## src/rtl/adc_sample_framer_pkg.sv

```systemverilog
// Shared types and sizing helpers for the ADC sample framer.
package adc_framer_pkg;

    typedef enum logic [1:0] {
        IDLE  = 2'd0,
        ARMED = 2'd1,
        SEND  = 2'd2
    } state_t;

    localparam int OVR_W = 16;

    function automatic int words_per_sample(int nch, int cw, int dw);
        return nch * cw / dw;
    endfunction

endpackage

```

## src/rtl/adc_sample_framer_if.sv

```systemverilog
// Snapshot word stream from the framer to the DMA packet builder.
interface adc_sample_framer_if #(
    parameter int DATA_WIDTH = 64
);
    logic [DATA_WIDTH-1:0] s_tdata;
    logic                  s_tvalid;
    logic                  s_tready;
    logic                  s_tlast;

    modport master (output s_tdata, output s_tvalid, output s_tlast, input s_tready);
    modport slave  (input s_tdata, input s_tvalid, input s_tlast, output s_tready);
endinterface

```

## src/rtl/adc_sample_framer_decimator.sv

```systemverilog
// Keeps one conversion in (ratio+1); take is combinational with the valid strobe.
module adc_decimator #(
    parameter int DECIM_WIDTH = 16
) (
    input  logic                   clk,
    input  logic                   rst_n,
    input  logic                   clear,
    input  logic                   run,
    input  logic                   valid,
    input  logic [DECIM_WIDTH-1:0] ratio,
    output logic                   take
);
    logic [DECIM_WIDTH-1:0] cnt;

    // >= so a ratio lowered below the running count fires on the next valid
    assign take = run & valid & (cnt >= ratio);

    always_ff @(posedge clk) begin
        if (!rst_n)
            cnt <= '0;
        else if (clear)
            cnt <= '0;
        else if (run & valid)
            cnt <= take ? '0 : cnt + 1'b1;
    end
endmodule

```

## src/rtl/adc_sample_framer.sv

```systemverilog
// ADC decimating snapshot framer; ADC_TEST_PATTERN_EN adds a test_mode pattern source.
module adc_sample_framer
    import adc_framer_pkg::*;
#(
    parameter int NUM_CHANNELS = 32,
    parameter int CHAN_WIDTH   = 32,
    parameter int DATA_WIDTH   = 64,
    parameter int DECIM_WIDTH  = 16
) (
    input  logic                               data_clk,
    input  logic                               dma_rst_n,
    input  logic                               dma_en,
    input  logic [NUM_CHANNELS*CHAN_WIDTH-1:0] adc_data,
    input  logic                               adc_data_valid,
    input  logic [DECIM_WIDTH-1:0]             decim_ratio,
`ifdef ADC_TEST_PATTERN_EN
    input  logic                               test_mode,
`endif
    output logic                               new_sample,
    adc_sample_framer_if.master                axis,
    output logic                               overrun,
    output logic [OVR_W-1:0]                   overrun_count
);
    localparam int WORDS = words_per_sample(NUM_CHANNELS, CHAN_WIDTH, DATA_WIDTH);
    localparam int IDX_W = (WORDS > 1) ? $clog2(WORDS) : 1;
    localparam logic [IDX_W-1:0] LAST_IDX = IDX_W'(WORDS - 1);

    state_t                             state;
    logic                               en_q;
    logic                               rise;
    logic                               run;
    logic                               take;
    logic                               tvalid;
    logic [IDX_W-1:0]                   idx;
    logic [WORDS-1:0][DATA_WIDTH-1:0]   snap;
    logic [NUM_CHANNELS*CHAN_WIDTH-1:0] capture;

    assign rise = dma_en & ~en_q;
    assign run  = dma_en & (state != IDLE);

    adc_decimator #(.DECIM_WIDTH(DECIM_WIDTH)) u_decim (
        .clk   (data_clk),
        .rst_n (dma_rst_n),
        .clear (rise),
        .run   (run),
        .valid (adc_data_valid),
        .ratio (decim_ratio),
        .take  (take)
    );

`ifdef ADC_TEST_PATTERN_EN
    logic [15:0] sample_count;

    always_comb begin
        capture = adc_data;
        if (test_mode)
            for (int k = 0; k < NUM_CHANNELS; k++)
                capture[k*CHAN_WIDTH +: CHAN_WIDTH] = CHAN_WIDTH'({sample_count, 16'(k)});
    end

    always_ff @(posedge data_clk) begin
        if (!dma_rst_n)
            sample_count <= '0;
        else if (dma_en && state == IDLE && rise)
            sample_count <= '0;
        else if (dma_en && state == ARMED && take)
            sample_count <= sample_count + 1'b1;
    end
`else
    assign capture = adc_data;
`endif

    assign axis.s_tdata  = snap[idx];
    assign axis.s_tvalid = tvalid;
    assign axis.s_tlast  = tvalid & (idx == LAST_IDX);

    always_ff @(posedge data_clk) begin
        if (!dma_rst_n) begin
            state         <= IDLE;
            en_q          <= 1'b0;
            tvalid        <= 1'b0;
            new_sample    <= 1'b0;
            idx           <= '0;
            snap          <= '0;
            overrun       <= 1'b0;
            overrun_count <= '0;
        end else begin
            en_q       <= dma_en;
            new_sample <= 1'b0;
            if (!dma_en) begin
                state  <= IDLE;
                tvalid <= 1'b0;
            end else begin
                case (state)
                    IDLE: begin
                        state <= ARMED;
                        if (rise) begin
                            overrun       <= 1'b0;
                            overrun_count <= '0;
                        end
                    end
                    ARMED: if (take) begin
                        snap       <= capture;
                        idx        <= '0;
                        tvalid     <= 1'b1;
                        new_sample <= 1'b1;
                        state      <= SEND;
                    end
                    SEND: begin
                        if (axis.s_tready) begin
                            if (idx == LAST_IDX) begin
                                tvalid <= 1'b0;
                                idx    <= '0;
                                state  <= ARMED;
                            end else begin
                                idx <= idx + 1'b1;
                            end
                        end
                        // a take while draining (even on the last beat) is dropped
                        if (take) begin
                            overrun <= 1'b1;
                            if (overrun_count != '1)
                                overrun_count <= overrun_count + 1'b1;
                        end
                    end
                    default: state <= IDLE;
                endcase
            end
        end
    end
endmodule

```

## src/flat_wrapper.sv

```systemverilog
// flat-port wrapper written by rule: the top's interface ports become plain ports
module adc_sample_framer_flat import adc_framer_pkg::*;
#(
    parameter int NUM_CHANNELS = 32,
    parameter int CHAN_WIDTH   = 32,
    parameter int DATA_WIDTH   = 64,
    parameter int DECIM_WIDTH  = 16
)
  (data_clk, dma_rst_n, dma_en, adc_data, adc_data_valid, decim_ratio, new_sample, overrun, overrun_count, axis_s_tdata, axis_s_tvalid, axis_s_tlast, axis_s_tready);
  adc_sample_framer_if #(.DATA_WIDTH(DATA_WIDTH)) axis_i ();
  input  logic data_clk;
  input  logic dma_rst_n;
  input  logic dma_en;
  input  logic [NUM_CHANNELS*CHAN_WIDTH-1:0] adc_data;
  input  logic adc_data_valid;
  input  logic [DECIM_WIDTH-1:0] decim_ratio;
  output logic new_sample;
  output logic overrun;
  output logic [OVR_W-1:0] overrun_count;
  output wire logic [$bits(axis_i.s_tdata)-1:0] axis_s_tdata;
  output wire logic [$bits(axis_i.s_tvalid)-1:0] axis_s_tvalid;
  output wire logic [$bits(axis_i.s_tlast)-1:0] axis_s_tlast;
  input wire logic [$bits(axis_i.s_tready)-1:0] axis_s_tready;
  assign axis_s_tdata = axis_i.s_tdata;
  assign axis_s_tvalid = axis_i.s_tvalid;
  assign axis_s_tlast = axis_i.s_tlast;
  assign axis_i.s_tready = axis_s_tready;
  adc_sample_framer #(.NUM_CHANNELS(NUM_CHANNELS), .CHAN_WIDTH(CHAN_WIDTH), .DATA_WIDTH(DATA_WIDTH), .DECIM_WIDTH(DECIM_WIDTH)) u_core (.data_clk(data_clk), .dma_rst_n(dma_rst_n), .dma_en(dma_en), .adc_data(adc_data), .adc_data_valid(adc_data_valid), .decim_ratio(decim_ratio), .new_sample(new_sample), .axis(axis_i), .overrun(overrun), .overrun_count(overrun_count));
endmodule
```

## config.mk

```make
export PLATFORM = sky130hd
export DESIGN_NAME = adc_sample_framer_flat
export DESIGN_NICKNAME = d
export VERILOG_FILES = /design/src/rtl/adc_sample_framer_pkg.sv /design/src/rtl/adc_sample_framer_if.sv /design/src/rtl/adc_sample_framer_decimator.sv /design/src/rtl/adc_sample_framer.sv /design/src/flat_wrapper.sv
export SDC_FILE = /design/constraint.sdc
export NUM_CORES = 2
export LEC_CHECK = 0
export ABC_AREA = 1
export CAP_MARGIN = 20
export CORE_AREA = 5 5 442 444
export DETAILED_ROUTE_END_ITERATION = 10
export DIE_AREA = 0 0 447 449
export PLACE_DENSITY = 0.48
export REMOVE_ABC_BUFFERS = 1
export SYNTH_ARGS = -nofsm -noshare
export SYNTH_HDL_FRONTEND = slang
export SYNTH_HIERARCHICAL = 1
export SYNTH_SLANG_ARGS = --single-unit
```

## constraint.sdc

```tcl
create_clock -name data_clk -period 3.05 [get_ports data_clk]
set_clock_uncertainty 0.1 [all_clocks]
set_input_delay 0.915 -clock data_clk [delete_from_list [all_inputs] [get_ports data_clk]]
set_output_delay 0.915 -clock data_clk [all_outputs]
set_load 0.005 [all_outputs]
```

### Word level (Yosys, flattened, before mapping)

Cells that the tools add are included.

| cells by class | value |
|---|---|
| add/sub/neg operators | 3 |
| magnitude comparators | 2 |
| eq/ne operators | 10 |
| muxes and demuxes | 22 |
| bitwise gates (word level) | 7 |
| reductions and logical operators | 13 |

Operators with widths:

| operator | number |
|---|---|
| binary-select mux 64 bit (select 4 bit) | 1 |
| two-way mux 16 bit | 4 |
| two-way mux 64 bit | 1 |
| adder 16 x 1 -> 16 bit (second input constant) | 2 |
| one-hot mux 16 bit (2 select lines) | 1 |
| greater-or-equal comparator 16 bit | 1 |
| != test 16 bit (second input constant) | 1 |
| two-way mux 4 bit | 3 |
| AND reduction 4 bit | 3 |
| AND reduction 3 bit | 3 |
| one-hot mux 4 bit (2 select lines) | 1 |
| two-way mux 2 bit | 3 |
| != test 2 x 1 -> 1 bit (second input constant) | 3 |
| != test 2 bit (second input constant) | 3 |
| one-hot mux 2 bit (3 select lines) | 1 |
| nonzero test 2 bit | 3 |
| AND 1 bit | 5 |
| less-than comparator 4 x 5 -> 1 bit (second input constant) | 1 |
| two-way mux 1 bit | 5 |
| AND reduction 5 bit | 1 |
| adder 4 x 1 -> 4 bit (second input constant) | 1 |
| equality test 4 bit (second input constant) | 1 |
| one-hot mux 1 bit (2 select lines) | 2 |
| equality test 2 x 1 -> 1 bit (second input constant) | 1 |
| other kinds (5) | 6 |

| word-level totals | value |
|---|---|
| register bits after elaboration | 1066 |
| output and inout bits | 84 |
| logic and storage cells | 81 |

### Logic depth before layout (Yosys ltp)

| logic depth | value |
|---|---|
| word-level depth | 6 |
| depth in mapped cells | 22 |
| mapped depth without buffers | 20 |

### By module

The synthesis kept the hierarchy.

Modules (own cells, without submodules):

| module | times used | cells each | area an instance (µm²) | sequential area each (µm²) |
|---|---|---|---|---|
| adc_sample_framer | 1 | 6375 | 45449.8 | 21020.2 |
| adc_decimator | 1 | 182 | 1248.7 | 320.3 |

### Worst setup path after synthesis

OpenSTA, ideal clock, no wires.

| timing path | value |
|---|---|
| kind | input-to-reg |
| from | in decim_ratio[3] |
| to | reg u_core/snap[32] (netlist name) |
| library setup time | 116 ps |
| data arrival time | 2691 ps |
| setup slack | 143 ps |
| stages on the path | 21 |
| path buffers | 4 |
| cells stage by stage | inv_1 -> ha_1 -> nand2_1 -> nor2_1 -> nor2_1 -> nand2_1 -> nand2_1 -> nand2_1 -> nand2_1 -> nand2_1 -> nand2_1 -> inv_1 -> nand2_1 -> nor2_4 -> buf_6 -> inv_2 -> buf_6 -> buf_6 -> buf_6 -> nor2_1 -> nor2_1 |

| between the ends | value |
|---|---|
| cells in the longest elaborated chain, start to end | 3 |

RTL lines:

| item | line | source |
|---|---|---|
| from (decl) | flat_wrapper.sv:16 | `input logic [DECIM_WIDTH-1:0] decim_ratio;` |
| greater-or-equal comparator 16 bit | adc_sample_framer_decimator.sv:16 | `assign take = run & valid & (cnt >= ratio);` |
| AND 1 bit | adc_sample_framer_decimator.sv:16 |  |
| via u_core.take | adc_sample_framer.sv:32 | `logic take;` |
| AND reduction 3 bit (no line) | n/a |  |
| to (signal assigned) | adc_sample_framer.sv:103 | `snap <= capture;` |
| to (decl) | adc_sample_framer.sv:35 | `logic [WORDS-1:0][DATA_WIDTH-1:0] snap;` |

The timed path passes the listed nets, and every way through them passes these cells.
A chain may end at the register's enable or synchronous reset.

### Worst setup path in the final report

| timing path | value |
|---|---|
| from | reg u_core.idx[0] |
| to | out axis_s_tdata[59] |

| between the ends | value |
|---|---|
| cells in the longest elaborated chain, start to end | 2 |

RTL lines:

| item | line | source |
|---|---|---|
| from (decl) | adc_sample_framer.sv:34 | `logic [IDX_W-1:0] idx;` |
| from (signal assigned) | adc_sample_framer.sv:116 | `idx <= idx + 1'b1;` |
| binary-select mux 64 bit (select 4 bit) | adc_sample_framer.sv:73 | `assign axis.s_tdata = snap[idx];` |
| two-way mux 64 bit (not written as such) | adc_sample_framer.sv:73 |  |
| to (decl) | flat_wrapper.sv:20 | `output wire logic [$bits(axis_i.s_tdata)-1:0] axis_s_tdata;` |

Every way passes these cells. The select of a mux whose other input is x is not followed.

==> out/qor.csv <==
metric,value,unit
Synth area leaders,"dfxtp_1 (46%), nor2_1 (17%), o21ai_0 (17%)",
DRC viols,0,
Vias/cell,4.877,
clk_lat worst skew,0.79,ns
WP data arrival,2.69,ns
Setup crit end,axis_s_tdata[59],
CP max-delay cell,dfxtp_4,
Post-DRT Antenna Nets,0,
Starting DRT DRC Count,4628,
CTS sink cnt,1066,
first-pass GRT wire length,348.0,mm
critical path launch point,u_core/idx[0],
sequential power share,0.433,
most frequent cell after synthesis,nor2_1,
Vias,52110,
pin count of the biggest net entering global routing,88,
Initial Utilization,0.2443,
die width,447,µm
"area leader, netlist",dfxtp_1,
Mapped Cells,6557,
Psw,7.524,mW
CTS tree,done,
static leakage,30.48,nW
cell area after synthesis,46700,µm²
drt first pass iters,6,
Logic pwr share,0.081,
drt wl/cell,23.41,µm
Post-DP HPWL,173.6,mm
Most used DFF post-synth,dfxtp_1,
initial antenna violation count,43,
GP Congestion,0.9563,
internal cell power,24.70,mW
most frequent CP cell,buf_12,
P per Cell Area,430.7,nW/µm²
clk root buf,clkbuf_16,
Post-synth top cells,"nor2_1 (2081), o21ai_0 (1540), dfxtp_1 (1066)",
synth warn,6,
H-tree levels,4,
worst-case clock buffer depth,3,
crit path max fanout,7,
FF-to-FF End,u_core/snap[183],
die height,449,µm
Core Footprint,191200,µm²
Max Clk Rate,269.6,MHz
clock share of power,0.486,
crit share post-route,1.216,
num ports,1129,
sw frac,0.2335,
FP Rows,161,
final worst setup slack,-0.6586,ns
Post-synth EDFFs,0,
R2R setup slack,0.10,ns
IO Port Bufs,1128,
reg2reg path depth,20,
CP required,2.03,ns
setup TNS,-34.73,ns
CP Cell Sequence,buf_12 -> buf_12 -> buf_12 -> buf_12 -> buf_8 -> buf_6 -> a21oi_2 -> o21ai_1 -> o211ai_1 -> nand3_1 -> nand2_2 -> buf_6,
CP endpoint kind,output port,
RSZ-0062 raised after global routing,true,
min Tclk post-route,3.709,ns
area delta synth->final,60.21,%
total grt overflow,0,
Yosys cell types,35,
Crit Path Class,register to output port,
CP max stage delay,0.37,ns
Area after DPL,63620,µm²
full die area,200700,µm²
Final Setup Violations,66,
Yosys top cell area share,0.4570,
Slew @ Worst Pin,0.5202,ns
Crit Reg-Reg Startpoint,u_core/u_decim/cnt[1],
sequential share of the synthesized area,0.4570,
WL final,250.2,mm
Slew HR,0.6517,
MaxCap Viol Count,0,
layout cells sized above 1,0.1780,
All-Layer GR Usage,0.2322,
total CTS buffers,133,
Layout Nets,9093,
"FFs w/ async S/R, synth",0,
Avg Inst Size Synth,7.122,µm²
#FFs+latches synth,1066,
Clock transition at path regs,0.06,ns
failing checks,negative setup slack,
Final Instance Area,74820,µm²
Startpoint Class,register,
Total Power,32.22,mW
Final Max Tran Viols,0,
worst vdd ir,0.4199,mV
status,"finished, violations left",
Hold Path Class,register to register,
hold_buf cts,0,
Final Hold Viols,0,
vias in the first global route,51150,
DP Worst Slack,-1.374,ns
metrics by stage:
step	std cells	utilization	hold WS [ns]
after floorplan	5998	-	0.3291
after global placement	10150	0.3328	0.3379
after detailed placement	10150	0.3328	0.3419
after CTS	10590	0.3811	0.3504
after global routing	10680	0.3913	0.3650
final	10680	0.3914	0.3499
layer usage:
metal | track usage | vias to the layer above | share of wire
li1 | - | 24870 | -
met1 | 0.2893 | 24880 | 0.41
met2 | 0.3956 | 1978 | 0.49
met3 | 0.03669 | 386 | 0.058
met4 | 0.1003 | 0 | 0.043
met5 | 0 | - | 0
power groups by stage:
| stage | clock [mW] | sequential [mW] | combinational (mW) |
|---|---|---|---|
| after floorplan | 0 | 14.3 | 0.292 |
| after global placement | 0 | 14.2 | 2.37 |
| after detailed placement | 0 | 14.2 | 2.36 |
| after CTS | 16.0 | 13.9 | 2.56 |
| after global routing | 16.5 | 13.9 | 2.71 |
| final | 15.7 | 13.9 | 2.61 |
cells in the final DEF, fill, tap and decap left out, types with 40 or more instances in the layout:
cell type,n
buf_8,59
buf_4,370
o21ai_0,1264
dfxtp_1,1062
nor2_2,60
buf_16,51
o211ai_1,198
nand2_1,120
nor2_1,2009
nand3_1,131
inv_1,248
clkdlybuf4s50_1,1044
a21oi_2,100
o21ai_2,79
clkbuf_16,164
a21oi_1,280
buf_12,168
buf_6,127
clkbuf_1,40
o21ai_1,186
critical path: cells and delay by family, from the launching register on:
kind / cells / cell delay (ns)
compound gates: 3 / 0.26
buf+inv: 7 / 0.95
flops: 1 / 0.37
simple gates: 2 / 0.29
logic make-up (layout without fill, tap and decap cells):
family / Yosys count / count (layout) / synth area share
buf+inv: 822 / 2387 / 0.08167
xor+xnor: 11 / 11 / 0.002063
fa+ha+maj: 19 / 19 / 0.005091
simple gates: 2439 / 2439 / 0.2029
flops: 1066 / 1066 / 0.4570
compound gates: 2200 / 2200 / 0.2513
other cells: 0 / 36 / 0
state kept, by name, summed over array words and instances, names as in the netlist:
| signal | flops |
|---|---|
| u_core/u_decim/cnt | 16 |
| u_core/new_sample | 1 |
| u_core/overrun | 1 |
| u_core/snap | 1024 |
| u_core/idx | 4 |
| u_core/axis.s_tvalid | 1 |
| u_core/overrun_count | 16 |
| u_core/state | 2 |
| u_core/en_q | 1 |
repair_timing:
| item | in CTS | in global routing |
|---|---|---|
| endpoints found under the setup margin | 952 | 995 |
| pin swaps | 281 | 267 |
| resized for setup | 972 | 405 |
| cloned | 48 | 26 |
| setup buffers | 182 | 50 |
worst min path at each step:
stage | endpoint | depth (start not counted) | slack, ns | start
2_1_floorplan | u_core/snap[100] | 2 | 0.33 | u_core/snap[100]
3_3_place_gp | u_core/snap[330] | 2 | 0.34 | u_core/snap[330]
3_5_place_dp | u_core/snap[330] | 2 | 0.34 | u_core/snap[330]
4_1_cts | u_core/snap[845] | 2 | 0.35 | u_core/snap[845]
5_1_grt | u_core/snap[584] | 2 | 0.37 | u_core/snap[584]
6_report | u_core/snap[352] | 2 | 0.35 | u_core/snap[352]
cell type report:
type	instances	area, µm²
Tap cell	2526	3161
Sequential cell	1066	21360
Antenna cell	36	90.09
Multi-Input combinational cell	4669	23400
Timing Repair inverter	1	16.27
Clock buffer	203	3959
Timing Repair Buffer	1895	21490
Clock inverter	25	281.5
Inverter	263	1064
Fill cell	19550	116400
Power figures use the tool's default switching activity.
